<file path="config.mk">
export PLATFORM = sky130hd
export DESIGN_NAME = mem_arbiter_flat
export DESIGN_NICKNAME = d
export VERILOG_FILES = /design/src/rtl/core_pkg.sv /design/src/rtl/axi_if.sv /design/src/rtl/owner_fifo.sv /design/src/rtl/mem_arbiter.sv /design/src/flat_wrapper.sv
export SDC_FILE = /design/constraint.sdc
export NUM_CORES = 1
export LEC_CHECK = 0
export ABC_AREA = 1
export ABC_CLOCK_PERIOD_IN_PS = 3440
export CORE_ASPECT_RATIO = 0.6
export CORE_MARGIN = 4
export CORE_UTILIZATION = 27
export DETAILED_ROUTE_END_ITERATION = 6
export PLACE_DENSITY = 0.8
export SKIP_LAST_GASP = 1
export SLEW_MARGIN = 20
export SYNTH_ARGS = -nofsm -noshare
export SYNTH_HDL_FRONTEND = slang
export SYNTH_HIERARCHICAL = 1
export SYNTH_SLANG_ARGS = --single-unit
</file>
<file path="constraint.sdc">
create_clock -name aclk -period 3.44 [get_ports aclk]
set_clock_uncertainty 0.15 [all_clocks]
set_input_delay 0.516 -clock aclk [delete_from_list [all_inputs] [get_ports aclk]]
set_output_delay 0.516 -clock aclk [all_outputs]
set_load 0.02 [all_outputs]
</file>
<file path="src/rtl/core_pkg.sv">
// ============================================================================
// Module : core (package)
// Brief  : Shared types for the core memory path (requester identifiers).
// Rev    : 1.0 - initial release
// ============================================================================
`default_nettype none

package core;

  typedef enum logic {
    PORT_INST = 1'b0,
    PORT_DATA = 1'b1
  } port_t;

endpackage

`default_nettype wire

</file>
<file path="src/rtl/axi_if.sv">
// ============================================================================
// Module : axi (interface)
// Brief  : AXI4 read-channel subset (AR and R) with master/slave modports.
// Rev    : 1.0 - initial release
// ============================================================================
`default_nettype none

interface axi #(
  parameter int ADDR_W = 32,
  parameter int DATA_W = 32
);
  logic [ADDR_W-1:0] araddr;
  logic [2:0]        arprot;
  logic              arvalid;
  logic              arready;
  logic [DATA_W-1:0] rdata;
  logic [1:0]        rresp;
  logic              rvalid;
  logic              rready;

  modport master (
    output araddr, arprot, arvalid, rready,
    input  arready, rdata, rresp, rvalid
  );

  modport slave (
    input  araddr, arprot, arvalid, rready,
    output arready, rdata, rresp, rvalid
  );
endinterface

`default_nettype wire

</file>
<file path="src/rtl/owner_fifo.sv">
// ============================================================================
// Module : owner_fifo
// Brief  : Synchronous FIFO of requester identifiers recording who owns each
//          outstanding downstream read, oldest at the head.
// Rev    : 1.0 - initial release
// ============================================================================
`default_nettype none

module owner_fifo
  import core::*;
#(
  parameter int DEPTH = 4
) (
  input  logic  aclk,
  input  logic  aresetn,
  input  logic  push,
  input  port_t push_port,
  input  logic  pop,
  output logic  full,
  output logic  empty,
  output port_t head
);

  localparam int            AW       = $clog2(DEPTH);
  localparam logic [AW-1:0] PTR_ONE  = 1;
  localparam logic [AW:0]   CNT_ONE  = 1;
  localparam logic [AW:0]   CNT_FULL = (AW + 1)'(DEPTH);

  logic [AW-1:0] wr_ptr_q, wr_ptr_d;
  logic [AW-1:0] rd_ptr_q, rd_ptr_d;
  logic [AW:0]   count_q, count_d;
  port_t         mem_q [DEPTH];
  port_t         mem_d [DEPTH];

  logic push_ok;
  logic pop_ok;

  assign full    = (count_q == CNT_FULL);
  assign empty   = (count_q == '0);
  assign head    = mem_q[rd_ptr_q];
  // Fullness is judged on the start-of-cycle count; a same-cycle pop never frees a slot.
  assign push_ok = push & ~full;
  assign pop_ok  = pop & ~empty;

  always_comb begin
    mem_d    = mem_q;
    wr_ptr_d = wr_ptr_q;
    rd_ptr_d = rd_ptr_q;
    count_d  = count_q;
    if (push_ok) begin
      mem_d[wr_ptr_q] = push_port;
      wr_ptr_d        = wr_ptr_q + PTR_ONE;
    end
    if (pop_ok) begin
      rd_ptr_d = rd_ptr_q + PTR_ONE;
    end
    case ({push_ok, pop_ok})
      2'b10:   count_d = count_q + CNT_ONE;
      2'b01:   count_d = count_q - CNT_ONE;
      default: count_d = count_q;
    endcase
  end

  always_ff @(posedge aclk or negedge aresetn) begin
    if (!aresetn) begin
      wr_ptr_q <= '0;
      rd_ptr_q <= '0;
      count_q  <= '0;
      for (int i = 0; i < DEPTH; i++) begin
        mem_q[i] <= PORT_INST;
      end
    end else begin
      wr_ptr_q <= wr_ptr_d;
      rd_ptr_q <= rd_ptr_d;
      count_q  <= count_d;
      mem_q    <= mem_d;
    end
  end

endmodule

`default_nettype wire

</file>
<file path="src/rtl/mem_arbiter.sv">
// ============================================================================
// Module : mem_arbiter
// Brief  : Shares one AXI4 read port between instruction fetch and load unit;
//          routes in-order R responses back through an owner FIFO.
//          Define ARBITER_RR_EN for round-robin, otherwise data has fixed
//          priority over inst.
// Rev    : 1.0 - initial release
// ============================================================================
`default_nettype none

module mem_arbiter
  import core::*;
#(
  parameter int DEPTH = 4
) (
  input  logic aclk,
  input  logic aresetn,
  axi.slave    inst,
  axi.slave    data,
  axi.master   cache
);

  logic  fifo_full;
  logic  fifo_empty;
  port_t head;

  logic  lock_q, lock_d;
  port_t lock_owner_q, lock_owner_d;
  port_t prio;
  port_t sel;
  logic  sel_valid;
  logic  ar_open;
  logic  ar_valid;
  logic  ar_hs;
  logic  r_active;
  logic  owner_rready;
  logic  r_ready;
  logic  r_hs;

`ifdef ARBITER_RR_EN
  port_t rr_q, rr_d;

  // Priority flips to whichever requester was not just served.
  always_comb begin
    rr_d = rr_q;
    if (ar_hs) begin
      rr_d = (sel == PORT_DATA) ? PORT_INST : PORT_DATA;
    end
  end

  always_ff @(posedge aclk or negedge aresetn) begin
    if (!aresetn) begin
      rr_q <= PORT_DATA;
    end else begin
      rr_q <= rr_d;
    end
  end

  assign prio = rr_q;
`else
  assign prio = PORT_DATA;
`endif

  always_comb begin
    sel = PORT_INST;
    if (lock_q) begin
      sel = lock_owner_q;
    end else if (inst.arvalid && data.arvalid) begin
      sel = prio;
    end else if (data.arvalid) begin
      sel = PORT_DATA;
    end
  end

  assign sel_valid     = (sel == PORT_DATA) ? data.arvalid : inst.arvalid;
  assign ar_open       = aresetn & ~fifo_full;
  assign ar_valid      = ar_open & sel_valid;
  assign ar_hs         = ar_valid & cache.arready;

  assign cache.arvalid = ar_valid;
  assign cache.araddr  = (sel == PORT_DATA) ? data.araddr : inst.araddr;
  assign cache.arprot  = (sel == PORT_DATA) ? data.arprot : inst.arprot;
  assign inst.arready  = ar_open & (sel == PORT_INST) & cache.arready;
  assign data.arready  = ar_open & (sel == PORT_DATA) & cache.arready;

  // A presented-but-stalled AR pins the owner so the downstream address stays stable.
  always_comb begin
    lock_d       = lock_q;
    lock_owner_d = lock_owner_q;
    if (ar_hs) begin
      lock_d = 1'b0;
    end else if (ar_valid) begin
      lock_d       = 1'b1;
      lock_owner_d = sel;
    end
  end

  always_ff @(posedge aclk or negedge aresetn) begin
    if (!aresetn) begin
      lock_q       <= 1'b0;
      lock_owner_q <= PORT_INST;
    end else begin
      lock_q       <= lock_d;
      lock_owner_q <= lock_owner_d;
    end
  end

  assign r_active     = aresetn & ~fifo_empty;
  assign owner_rready = (head == PORT_DATA) ? data.rready : inst.rready;
  assign r_ready      = r_active & owner_rready;
  assign r_hs         = cache.rvalid & r_ready;

  assign cache.rready = r_ready;
  assign inst.rvalid  = r_active & (head == PORT_INST) & cache.rvalid;
  assign data.rvalid  = r_active & (head == PORT_DATA) & cache.rvalid;
  assign inst.rdata   = cache.rdata;
  assign data.rdata   = cache.rdata;
  assign inst.rresp   = cache.rresp;
  assign data.rresp   = cache.rresp;

  owner_fifo #(
    .DEPTH (DEPTH)
  ) u_owner_fifo (
    .aclk      (aclk),
    .aresetn   (aresetn),
    .push      (ar_hs),
    .push_port (sel),
    .pop       (r_hs),
    .full      (fifo_full),
    .empty     (fifo_empty),
    .head      (head)
  );

endmodule

`default_nettype wire
</file>
<file path="src/flat_wrapper.sv">
// flat-port wrapper written by rule: the top's interface ports become plain ports
module mem_arbiter_flat import core::*;
#(
  parameter int DEPTH = 4
)
  (aclk, aresetn, inst_araddr, inst_arprot, inst_arvalid, inst_rready, inst_arready, inst_rdata, inst_rresp, inst_rvalid, data_araddr, data_arprot, data_arvalid, data_rready, data_arready, data_rdata, data_rresp, data_rvalid, cache_araddr, cache_arprot, cache_arvalid, cache_rready, cache_arready, cache_rdata, cache_rresp, cache_rvalid);
  axi inst_i ();
  axi data_i ();
  axi cache_i ();
  input  logic aclk;
  input  logic aresetn;
  input wire logic [$bits(inst_i.araddr)-1:0] inst_araddr;
  input wire logic [$bits(inst_i.arprot)-1:0] inst_arprot;
  input wire logic [$bits(inst_i.arvalid)-1:0] inst_arvalid;
  input wire logic [$bits(inst_i.rready)-1:0] inst_rready;
  output wire logic [$bits(inst_i.arready)-1:0] inst_arready;
  output wire logic [$bits(inst_i.rdata)-1:0] inst_rdata;
  output wire logic [$bits(inst_i.rresp)-1:0] inst_rresp;
  output wire logic [$bits(inst_i.rvalid)-1:0] inst_rvalid;
  input wire logic [$bits(data_i.araddr)-1:0] data_araddr;
  input wire logic [$bits(data_i.arprot)-1:0] data_arprot;
  input wire logic [$bits(data_i.arvalid)-1:0] data_arvalid;
  input wire logic [$bits(data_i.rready)-1:0] data_rready;
  output wire logic [$bits(data_i.arready)-1:0] data_arready;
  output wire logic [$bits(data_i.rdata)-1:0] data_rdata;
  output wire logic [$bits(data_i.rresp)-1:0] data_rresp;
  output wire logic [$bits(data_i.rvalid)-1:0] data_rvalid;
  output wire logic [$bits(cache_i.araddr)-1:0] cache_araddr;
  output wire logic [$bits(cache_i.arprot)-1:0] cache_arprot;
  output wire logic [$bits(cache_i.arvalid)-1:0] cache_arvalid;
  output wire logic [$bits(cache_i.rready)-1:0] cache_rready;
  input wire logic [$bits(cache_i.arready)-1:0] cache_arready;
  input wire logic [$bits(cache_i.rdata)-1:0] cache_rdata;
  input wire logic [$bits(cache_i.rresp)-1:0] cache_rresp;
  input wire logic [$bits(cache_i.rvalid)-1:0] cache_rvalid;
  assign inst_i.araddr = inst_araddr;
  assign inst_i.arprot = inst_arprot;
  assign inst_i.arvalid = inst_arvalid;
  assign inst_i.rready = inst_rready;
  assign inst_arready = inst_i.arready;
  assign inst_rdata = inst_i.rdata;
  assign inst_rresp = inst_i.rresp;
  assign inst_rvalid = inst_i.rvalid;
  assign data_i.araddr = data_araddr;
  assign data_i.arprot = data_arprot;
  assign data_i.arvalid = data_arvalid;
  assign data_i.rready = data_rready;
  assign data_arready = data_i.arready;
  assign data_rdata = data_i.rdata;
  assign data_rresp = data_i.rresp;
  assign data_rvalid = data_i.rvalid;
  assign cache_araddr = cache_i.araddr;
  assign cache_arprot = cache_i.arprot;
  assign cache_arvalid = cache_i.arvalid;
  assign cache_rready = cache_i.rready;
  assign cache_i.arready = cache_arready;
  assign cache_i.rdata = cache_rdata;
  assign cache_i.rresp = cache_rresp;
  assign cache_i.rvalid = cache_rvalid;
  mem_arbiter #(.DEPTH(DEPTH)) u_core (.aclk(aclk), .aresetn(aresetn), .inst(inst_i), .data(data_i), .cache(cache_i));
endmodule
</file>
Yosys cells after proc, flatten, opt, wreduce, memory -nomap -nowiden:

Cells that the tools add are included.

* add/sub/neg operators: 4
* magnitude comparators: 3
* eq/ne operators: 3
* muxes and demuxes: 16
* bitwise logic cells: 23
* reduce and logical (&&, ||, !) cells: 6

Operator list (count)
* 2-to-1 mux 32 bit: 1
* AND 1 bit: 16
* 2-to-1 mux 1 bit: 10
* >= comparator 3 bit (second input constant): 2
* inverter 2 -> 3 bit: 2
* one-hot mux 3 bit (2 select lines): 1
* inverter 1 bit: 5
* adder 2 x 1 -> 2 bit (second input constant): 2
* bitwise mux 4 bit: 1
* nonzero test 2 bit: 2
* adder 3 x 1 -> 3 bit (second input constant): 1
* equality test 3 bit (second input constant): 1
* zero test 3 bit: 1
* less-than comparator 3 x 1 -> 1 bit (second input constant): 1
* 2-to-1 mux 3 bit: 1
* subtractor 3 x 1 -> 3 bit (second input constant): 1
* binary-select mux 1 bit (select 2 bit): 1
* demux 1 bit (select 2 bit): 1
* equality test 2 x 1 -> 1 bit (second input constant): 1
* equality test 2 bit (second input constant): 1
* logical AND 1 bit: 2
* AND reduction 2 bit: 1

* register bits: 13

Longest topological paths before layout:

Gate-level depths: netlist (run 1).

* word-level depth: 10
* mapped depth: 17

Cells and area by module:

The synthesis (run 1) kept the hierarchy.

Modules (own cells, without submodules)
* mem_arbiter: times used 1, cells an instance 217, area an instance 1181.1 um^2
* owner_fifo: times used 1, cells an instance 83, area an instance 668.1 um^2

Worst setup path after synthesis (run 1):

No wires, ideal clock.

* path kind: register -> register
* start: register u_core.u_owner_fifo.rd_ptr_q[0]
* end: register u_core.u_owner_fifo.count_q[2]
* setup time: 117 ps
* data arrival time: 2218 ps
* data required time: 3173 ps
* setup slack: 955 ps
* stages on the path, launching flop included: 15
* path buffers: 0
* clock period less this slack: 2485 ps
* cells stage by stage: dfrtp_1 > inv_1 > o21ai_0 > o21ai_0 > nand2_1 > a211oi_1 > nand2_1 > inv_1 > ha_1 > inv_1 > fa_1 > nand2_1 > nand3_1 > nand2_1 > nand2_1

* word-level cells in the longest chain between the ends: 10
* elaborated cells between the ends (all ways): 12
* classes of those cells: eq/ne: 2; mux: 5; bitwise: 4; reduce/logical: 1

Ends and longest elaborated chain
* start, declared: line owner_fifo.sv:30 `logic [AW-1:0] rd_ptr_q, rd_ptr_d;`
* start signal, assigned: line owner_fifo.sv:74 `rd_ptr_q <= rd_ptr_d;`
* inverter 2 -> 3 bit (not written as such) (*): line owner_fifo.sv:40 `assign head = mem_q[rd_ptr_q];`
* binary-select mux 1 bit (select 2 bit) (*): line owner_fifo.sv:40
* 2-to-1 mux 1 bit (not written as such) (*) (2 in series): line owner_fifo.sv:40
* via u_core.head: line mem_arbiter.sv:25 `port_t head;`
* 2-to-1 mux 1 bit (*): line mem_arbiter.sv:109 `assign owner_rready = (head == PORT_DATA) ? data.rready : inst.rready;`
* AND 1 bit (*): line mem_arbiter.sv:110 `assign r_ready = r_active & owner_rready;`
* AND 1 bit (*): line mem_arbiter.sv:111 `assign r_hs = cache.rvalid & r_ready;`
* via u_core.r_hs: line mem_arbiter.sv:38 `logic r_hs;`
* AND 1 bit (*): line owner_fifo.sv:43 `assign pop_ok = pop & ~empty;`
* via u_core.u_owner_fifo.pop_ok: line owner_fifo.sv:36 `logic pop_ok;`
* equality test 2 x 1 -> 1 bit / equality test 2 bit (equally long branches): line owner_fifo.sv:57 `case ({push_ok, pop_ok})`
* one-hot mux 3 bit (2 select lines) / nonzero test 2 bit (equally long branches)
* end signal, assigned: line owner_fifo.sv:75 `count_q <= count_d;`
* end, declared: line owner_fifo.sv:31 `logic [AW:0] count_q, count_d;`

The timed path passes the listed nets; every way through them passes the cells marked *. The select of a mux whose other input is x is not followed.
A chain may end at the register's enable or synchronous reset.

Worst setup path after layout (run 1):

* start: input data_arvalid
* end: output data_arready

* word-level cells in the longest chain between the ends: 5
* elaborated cells between the ends (all ways): 6
* classes of those cells: mux: 3; bitwise: 2; reduce/logical: 1

Ends and longest elaborated chain
* start, declared: line flat_wrapper.sv:22 `input wire logic [$bits(data_i.arvalid)-1:0] data_arvalid;`
* 2-to-1 mux 1 bit / logical AND 1 bit (equally long branches): line mem_arbiter.sv:70, mem_arbiter.sv:68
* 2-to-1 mux 1 bit (*): line mem_arbiter.sv:68 `end else if (inst.arvalid && data.arvalid) begin`
* 2-to-1 mux 1 bit (*): line mem_arbiter.sv:66 `if (lock_q) begin`
* AND 1 bit (*) (2 in series): line mem_arbiter.sv:84 `assign data.arready = ar_open & (sel == PORT_DATA) & cache.arready;`
* end, declared: line flat_wrapper.sv:24 `output wire logic [$bits(data_i.arready)-1:0] data_arready;`

Every way passes the cells marked *; elsewhere a longest branch is shown, timed or not.

==> flow_summary.toml, run 1 <==
[cts]
clk_latency_ns = 0.25
path_clk_slew_ns = 0.05
postCtsSetupBuffers = 0
h-tree-depth = 1
cts_buffers = 3
cts_repair_resize_count = 0
hold_buffers = 0
cts_buffer_depth = 2
cts_tree = "yes"
clock_sinks = 13
cts-root-buf = "clkbuf_16"

[die]
rows = 23
die_area_um2 = 8280
core_um2 = 6650
ioPinCount = 221
start_util = 0.278
die_w_um = 115
die_y_um = 72.1

[global_routing]
grt_pass1_vias = 1827
grt_use_total = 0.154
grt_remaining_overflow = 0
antenna_found_initial = 0
grt_max_degree = 36
grt_pass1_wl_mm = 9.69

[timing]
tns_ns = 0
fin_crit_ns = 3.08
hold_viol = 0
slew-limit-headroom = 0.674
setup_slack_ns = 0.356
setup_viol = 0
maxSlewViolCount = 0
rsz0062_at_grt = "no"
max_freq_ghz = 0.324
worst_pin_slew_ns = 0.484
fin_crit_sh = 0.897

[critical_path]
cpPeakStageDelay_ns = 0.59
worstPathRequired_ns = 2.77
path_cells = "clkdlybuf4s50_1 -> inv_1 -> nand2_1 -> nand2_2 -> nor4_1 -> buf_4 -> clkdlybuf4s50_1"
r2r_slack_ns = 0.48
startpoint_type = "input pin"
path_max_fanout = 3
cp_data_arrival_time_ns = 2.42
crit_path_end_kind = "output pin"
path_class = "in -> out"
slowest_stage = "clkdlybuf4s50_1"
crit_top_cell = "clkdlybuf4s50_1"

[power_and_ir_drop]
power.switching_mw = 1.03
p_leak_nw = 1.32
p_seq_frac = 0.139
pwr-share-comb = 0.752
swShare = 0.495
p_int_mw = 1.05
clkPwrFrac = 0.109
p_per_area_nw_per_um2 = 777
irDropWorstVdd_uv = 307

[logic_synthesis]
synth-edff-count = 0
yosys_warnings = 6
ys_seq_area_frac = 0.176
synthTopCellsByArea = "nand2_1, buf_4, dfrtp_1"
async_flop_share = 1.00
netlist_area_um2 = 1850
syn-num-nets = 418
synth.most_common_cell = "nand2_1"
synth_flop_cell = "dfrtp_1"
yosys-top-cells-count = "nand2_1, buf_4, inv_1"
syn_area_per_cell_um2 = 6.16
synth-seq-cells = 13
synth.distinct_cells = 23
yosys.area.top_type = "nand2_1"
synth_top_area_share = 0.284
syn_inst = 300

[finish]
layout.nets = 469
area_growth_pct = 45.3
drive_gt1_frac = 0.0571
multi_input_area_um2 = 862
fill_cells = 685
antennaDiodeCount = 0
seqCellArea_um2 = 325
fin_util = 0.404
stdcell_count = 437

[detailed_routing]
wl_per_cell_um = 15.6
drc = 0
drt_iter0_drc = 89
vias = 1876
firstDrtPassIters = 4
drt_wl_total_mm = 6.81
vias_per_cell = 4.29
antenna_left = 0

[placement]
pre_cts_slack_ns = 0.190
io_buffers = 118
dp_hpwl_mm = 5.85
dp_cells = 433
routabilityCongestion = 0.853

[min_path]
min_path_type = "reg -> reg"

[run]
maxCapViolCount = 0

[status]
status = "completed"
==> critical path, delay by kind of cell <==
| kind | cells | cell delay [ns] |
|---|---|---|
| AND/OR/NAND/NOR | 3 | 0.52 |
| buffers and inverters | 4 | 1.37 |
==> state kept, by name (all words and copies together) (netlist names) <==
name,cells
u_core/lock_owner_q,1
u_core/lock_q,1
u_core/u_owner_fifo/rd_ptr_q,2
u_core/u_owner_fifo/mem_q,4
u_core/u_owner_fifo/wr_ptr_q,2
u_core/u_owner_fifo/count_q,3
==> routing by layer <==
| layer | part of all wire | vias to the layer above | wire [um] | GRT usage |
|---|---|---|---|---|
| met5 | 0 | - | 0 | 0 |
| met4 | 0.051 | 0 | 348 | 0.0859 |
| met3 | 0.14 | 19 | 924 | 0.101 |
| met2 | 0.44 | 103 | 3020 | 0.221 |
| met1 | 0.37 | 806 | 2520 | 0.173 |
| li1 | - | 948 | - | - |
==> layout by cell type, fill, tap and decap left out, types with 2 or more instances in the layout <==
cell / netlist / layout
nand2_1: 140 / 140
clkdlybuf4s50_1: 0 / 118
inv_1: 20 / 20
dfrtp_1: 13 / 13
nand3_1: 10 / 10
nand4_1: 6 / 6
ha_1: 5 / 5
buf_4: 69 / 4
nand2_2: 4 / 4
nor2_1: 4 / 4
nand3_2: 4 / 4
o21ai_0: 4 / 4
clkbuf_16: 0 / 3
nor4_1: 2 / 2
a21oi_1: 2 / 2
nor3_1: 2 / 2
==> logic make-up (layout without fill, tap and decap cells) <==
group                    count (synthesis)  after routing  synth area share
AO/OA/AOI/OAI                            8              8            0.0230
AND/OR/NAND/NOR                        174            174             0.394
buffers and inverters                   98            148             0.358
XOR/XNOR                                 1              1           0.00474
adder cells (fa/ha/maj)                  6              6            0.0447
flip-flops                              13             13             0.176
==> final timing paths <==
kind                                                  from                              to  cells after the start
max                                           data_arvalid                    data_arready                      7
min                           u_core/u_owner_fifo/mem_q[1]    u_core/u_owner_fifo/mem_q[1]                      2
max reg2reg                u_core/u_owner_fifo/rd_ptr_q[0]  u_core/u_owner_fifo/count_q[2]                     14
min reg2reg                   u_core/u_owner_fifo/mem_q[1]    u_core/u_owner_fifo/mem_q[1]                      2
max in group asynchronous                          aresetn  u_core/u_owner_fifo/count_q[1]                      2
min in group asynchronous                          aresetn    u_core/u_owner_fifo/mem_q[2]                      2
==> cell type report <==
class / instances / area share
clock buffer: 3 / 0.0279
sequential: 13 / 0.121
timing repair buffer: 123 / 0.458
clock inverter: 1 / 0.00186
multi-input combinational: 189 / 0.321
tap: 87 / 0.0405
inverter: 21 / 0.0293
==> power groups by stage <==
stage / clock (mW) / sequential (mW) / combinational, mW
after floorplan: 0 / 0.273 / 1.04
after global placement: 0 / 0.286 / 1.54
after detailed placement: 0 / 0.290 / 1.57
after CTS: 0.232 / 0.288 / 1.58
after global routing: 0.238 / 0.300 / 1.71
final: 0.228 / 0.290 / 1.57
==> through the flow <==
| step | power [mW] | area (um2) | hold WS [ns] |
|---|---|---|---|
| 3_3_place_gp | 1.83 | 2610 | 0.302 |
| 2_1_floorplan | 1.31 | 1850 | 0.0704 |
| 4_1_cts | 2.10 | 2690 | 0.331 |
| 3_5_place_dp | 1.86 | 2610 | 0.318 |
| 6_report | 2.09 | 2690 | 0.332 |
| 5_1_grt | 2.25 | 2690 | 0.354 |
Note: power is estimated with default switching activity, not from simulation.
==> run 2, diff against run 1 <==
Settings changed: CTS_CLUSTER_DIAMETER set to 200.
==> results of run 2 <==
Final layout, timing and power as in run 1 (identical DEF).
==> run 3, diff against run 2 <==
Settings changed: CORE_AREA set to 4 4 84 86, CORE_ASPECT_RATIO 0.6 to unset, CORE_MARGIN 4 to unset, CORE_UTILIZATION 27 to unset, DIE_AREA set to 0 0 88 90, DONT_BUFFER_PORTS set to 1, PLACE_DENSITY 0.8 to 0.41.
==> run 3 against run 2 <==
Net effect:
- sequential cell count unchanged
- first-iteration DRC count decreased by 38%
- clock power decreased by 39%
- critical path type is now reg -> reg
- largest power group unchanged
- sequential share of layout area rose by 10 points
- combinational power shrank 36%
==> flow_summary.toml, run 3 (synthesized netlist as in run 1, its figures left out) <==
[die]
die_area_um2 = 7920
core_um2 = 6280
rows = 29
die_w_um = 88
start_util = 0.295
die_y_um = 90
ioPinCount = 221

[cts]
h-tree-depth = 1
cts_buffer_depth = 2
cts_buffers = 3
clk_latency_ns = 0.24
cts-root-buf = "clkbuf_8"
path_clk_slew_ns = 0.06
postCtsSetupBuffers = 0
clock_sinks = 13
cts_tree = "yes"

[placement]
place_area_um2 = 1400
dp_hpwl_mm = 3.80
io_buffers = 0
routabilityCongestion = 0.763
dp_cells = 305

[critical_path]
reg2regPathDepth = 14
worstPathRequired_ns = 3.43
r2r_slack_ns = 0.67
cp_data_arrival_time_ns = 2.76
path_max_fanout = 5
path_class = "reg -> reg"
crit_path_end_kind = "flip-flop"
startpoint_type = "flip-flop"

[timing]
fin_crit_sh = 0.807
worst_pin_slew_ns = 0.633
maxSlewViolCount = 0
max_freq_ghz = 0.360
hold_viol = 0
rsz0062_at_grt = "no"
setup_viol = 0
slew-limit-headroom = 0.575
tns_ns = 0
fin_crit_ns = 2.77

[global_routing]
grt_pass1_vias = 1359
grt_use_total = 0.109
grt_pass1_wl_mm = 6.94
grt_remaining_overflow = 0
grt_max_degree = 42
antenna_found_initial = 0

[power_and_ir_drop]
p_int_mw = 0.539
p_leak_nw = 0.844
power.switching_mw = 0.902
p_per_area_nw_per_um2 = 990
swShare = 0.626
irDropWorstVdd_uv = 361
clkPwrFrac = 0.096
pwr-share-comb = 0.703
p_seq_frac = 0.201

[finish]
final_common_cell = "nand2_1"
regMostFlops = "u_core/u_owner_fifo/mem_q"
most-common-layout-cells = "nand2_1, inv_1, dfrtp_1, nand3_1, nand4_1"
area_growth_pct = -21.3
fill_cells = 714
largest_reg_flops = 4
fin_util = 0.232
stdcell_area_um2 = 1460
drive_gt1_frac = 0.0815
reg_top3 = "u_core/u_owner_fifo/mem_q: 4 flops, u_core/u_owner_fifo/count_q: 3 flops"
layout.nets = 352
stdcell_count = 310
antennaDiodeCount = 0

[min_path]
min_path_type = "reg -> reg"
hold_depth = 2

[detailed_routing]
drc = 0
antenna_left = 0
drt_wl_total_mm = 4.50
wl_per_cell_um = 14.5
vias_per_cell = 4.62
vias = 1431
firstDrtPassIters = 4
drt_iter0_drc = 55

[run]
maxCapViolCount = 0

[status]
status = "completed"
[run 3: cell count changes in the layout (fill, tap and decap cells not counted)]
cell and delta:
clkdlybuf4s50_1 -118, clkbuf_16 -3, clkbuf_8 +3, buf_12 -1, buf_4 +1, clkbuf_1 +1
clkinv_2 -1, dlygate4sd3_1 +1
[run 3: worst max-delay path, cell delays in order (launching register included)]
cell and delay [ns]:
dfrtp_1 0.41, inv_1 0.12, o21ai_0 0.07, o21ai_0 0.27, nand2_1 0.12, a211oi_1 0.40
nand2_1 0.15, inv_1 0.09, ha_1 0.16, inv_1 0.07, fa_1 0.38, nand2_1 0.11
nand3_1 0.08, nand2_1 0.06, nand2_1 0.04
[run 3: path summary, 6_finish.rpt]
check                                                start                         endpoint
setup / recovery           u_core/u_owner_fifo/rd_ptr_q[0]   u_core/u_owner_fifo/count_q[2]
hold reg to reg               u_core/u_owner_fifo/mem_q[2]     u_core/u_owner_fifo/mem_q[2]
max in group asynchronous                          aresetn  u_core/u_owner_fifo/wr_ptr_q[0]
setup reg to reg           u_core/u_owner_fifo/rd_ptr_q[0]   u_core/u_owner_fifo/count_q[2]
hold / removal                u_core/u_owner_fifo/mem_q[2]     u_core/u_owner_fifo/mem_q[2]
min in group asynchronous                          aresetn  u_core/u_owner_fifo/rd_ptr_q[1]
[run 3: what timing repair did]
item                                   4_1_cts  5_1_grt
endpoints found under the hold margin       13        0
hold buffers                                 1        0
resized for setup                            0        0
[run 3: cell type report]
class | instances | area [um2] | area share
multi-input cells | 189 | 862 | 0.592
clock buffers | 4 | 45.0 | 0.0310
flip-flops and latches | 13 | 325 | 0.224
inverters | 21 | 78.8 | 0.0542
repair buffers | 6 | 47.5 | 0.0327
well taps | 77 | 96.3 | 0.0662
[run 3: per-layer routing]
| metal | wire (um) | track usage | vias up |
|---|---|---|---|
| met3 | 502 | 0.0347 | 6 |
| met1 | 1670 | 0.132 | 618 |
| met4 | 45 | 0.0345 | 0 |
| li1 | - | - | 714 |
| met5 | 0 | 0 | - |
| met2 | 2280 | 0.180 | 93 |
[run 3: power by group through the flow]
stage               logic (mW)  clock network (mW)  registers (mW)
global placement          1.02                   0           0.293
detailed placement        1.02                   0           0.294
global route              1.15               0.153           0.304
finish                    1.01               0.138           0.290
floorplan                 1.04                   0           0.273
CTS                       1.03               0.143           0.291
[run 3: stage by stage]
stage / hold WS, ns / worst slack, ns / power (mW)
6_report: 0.340 / 0.665 / 1.44
5_1_grt: 0.374 / 0.222 / 1.61
4_1_cts: 0.357 / 0.628 / 1.46
3_5_place_dp: 0.0710 / 0.655 / 1.31
3_3_place_gp: 0.0710 / 0.718 / 1.31
2_1_floorplan: 0.0704 / 0.955 / 1.31
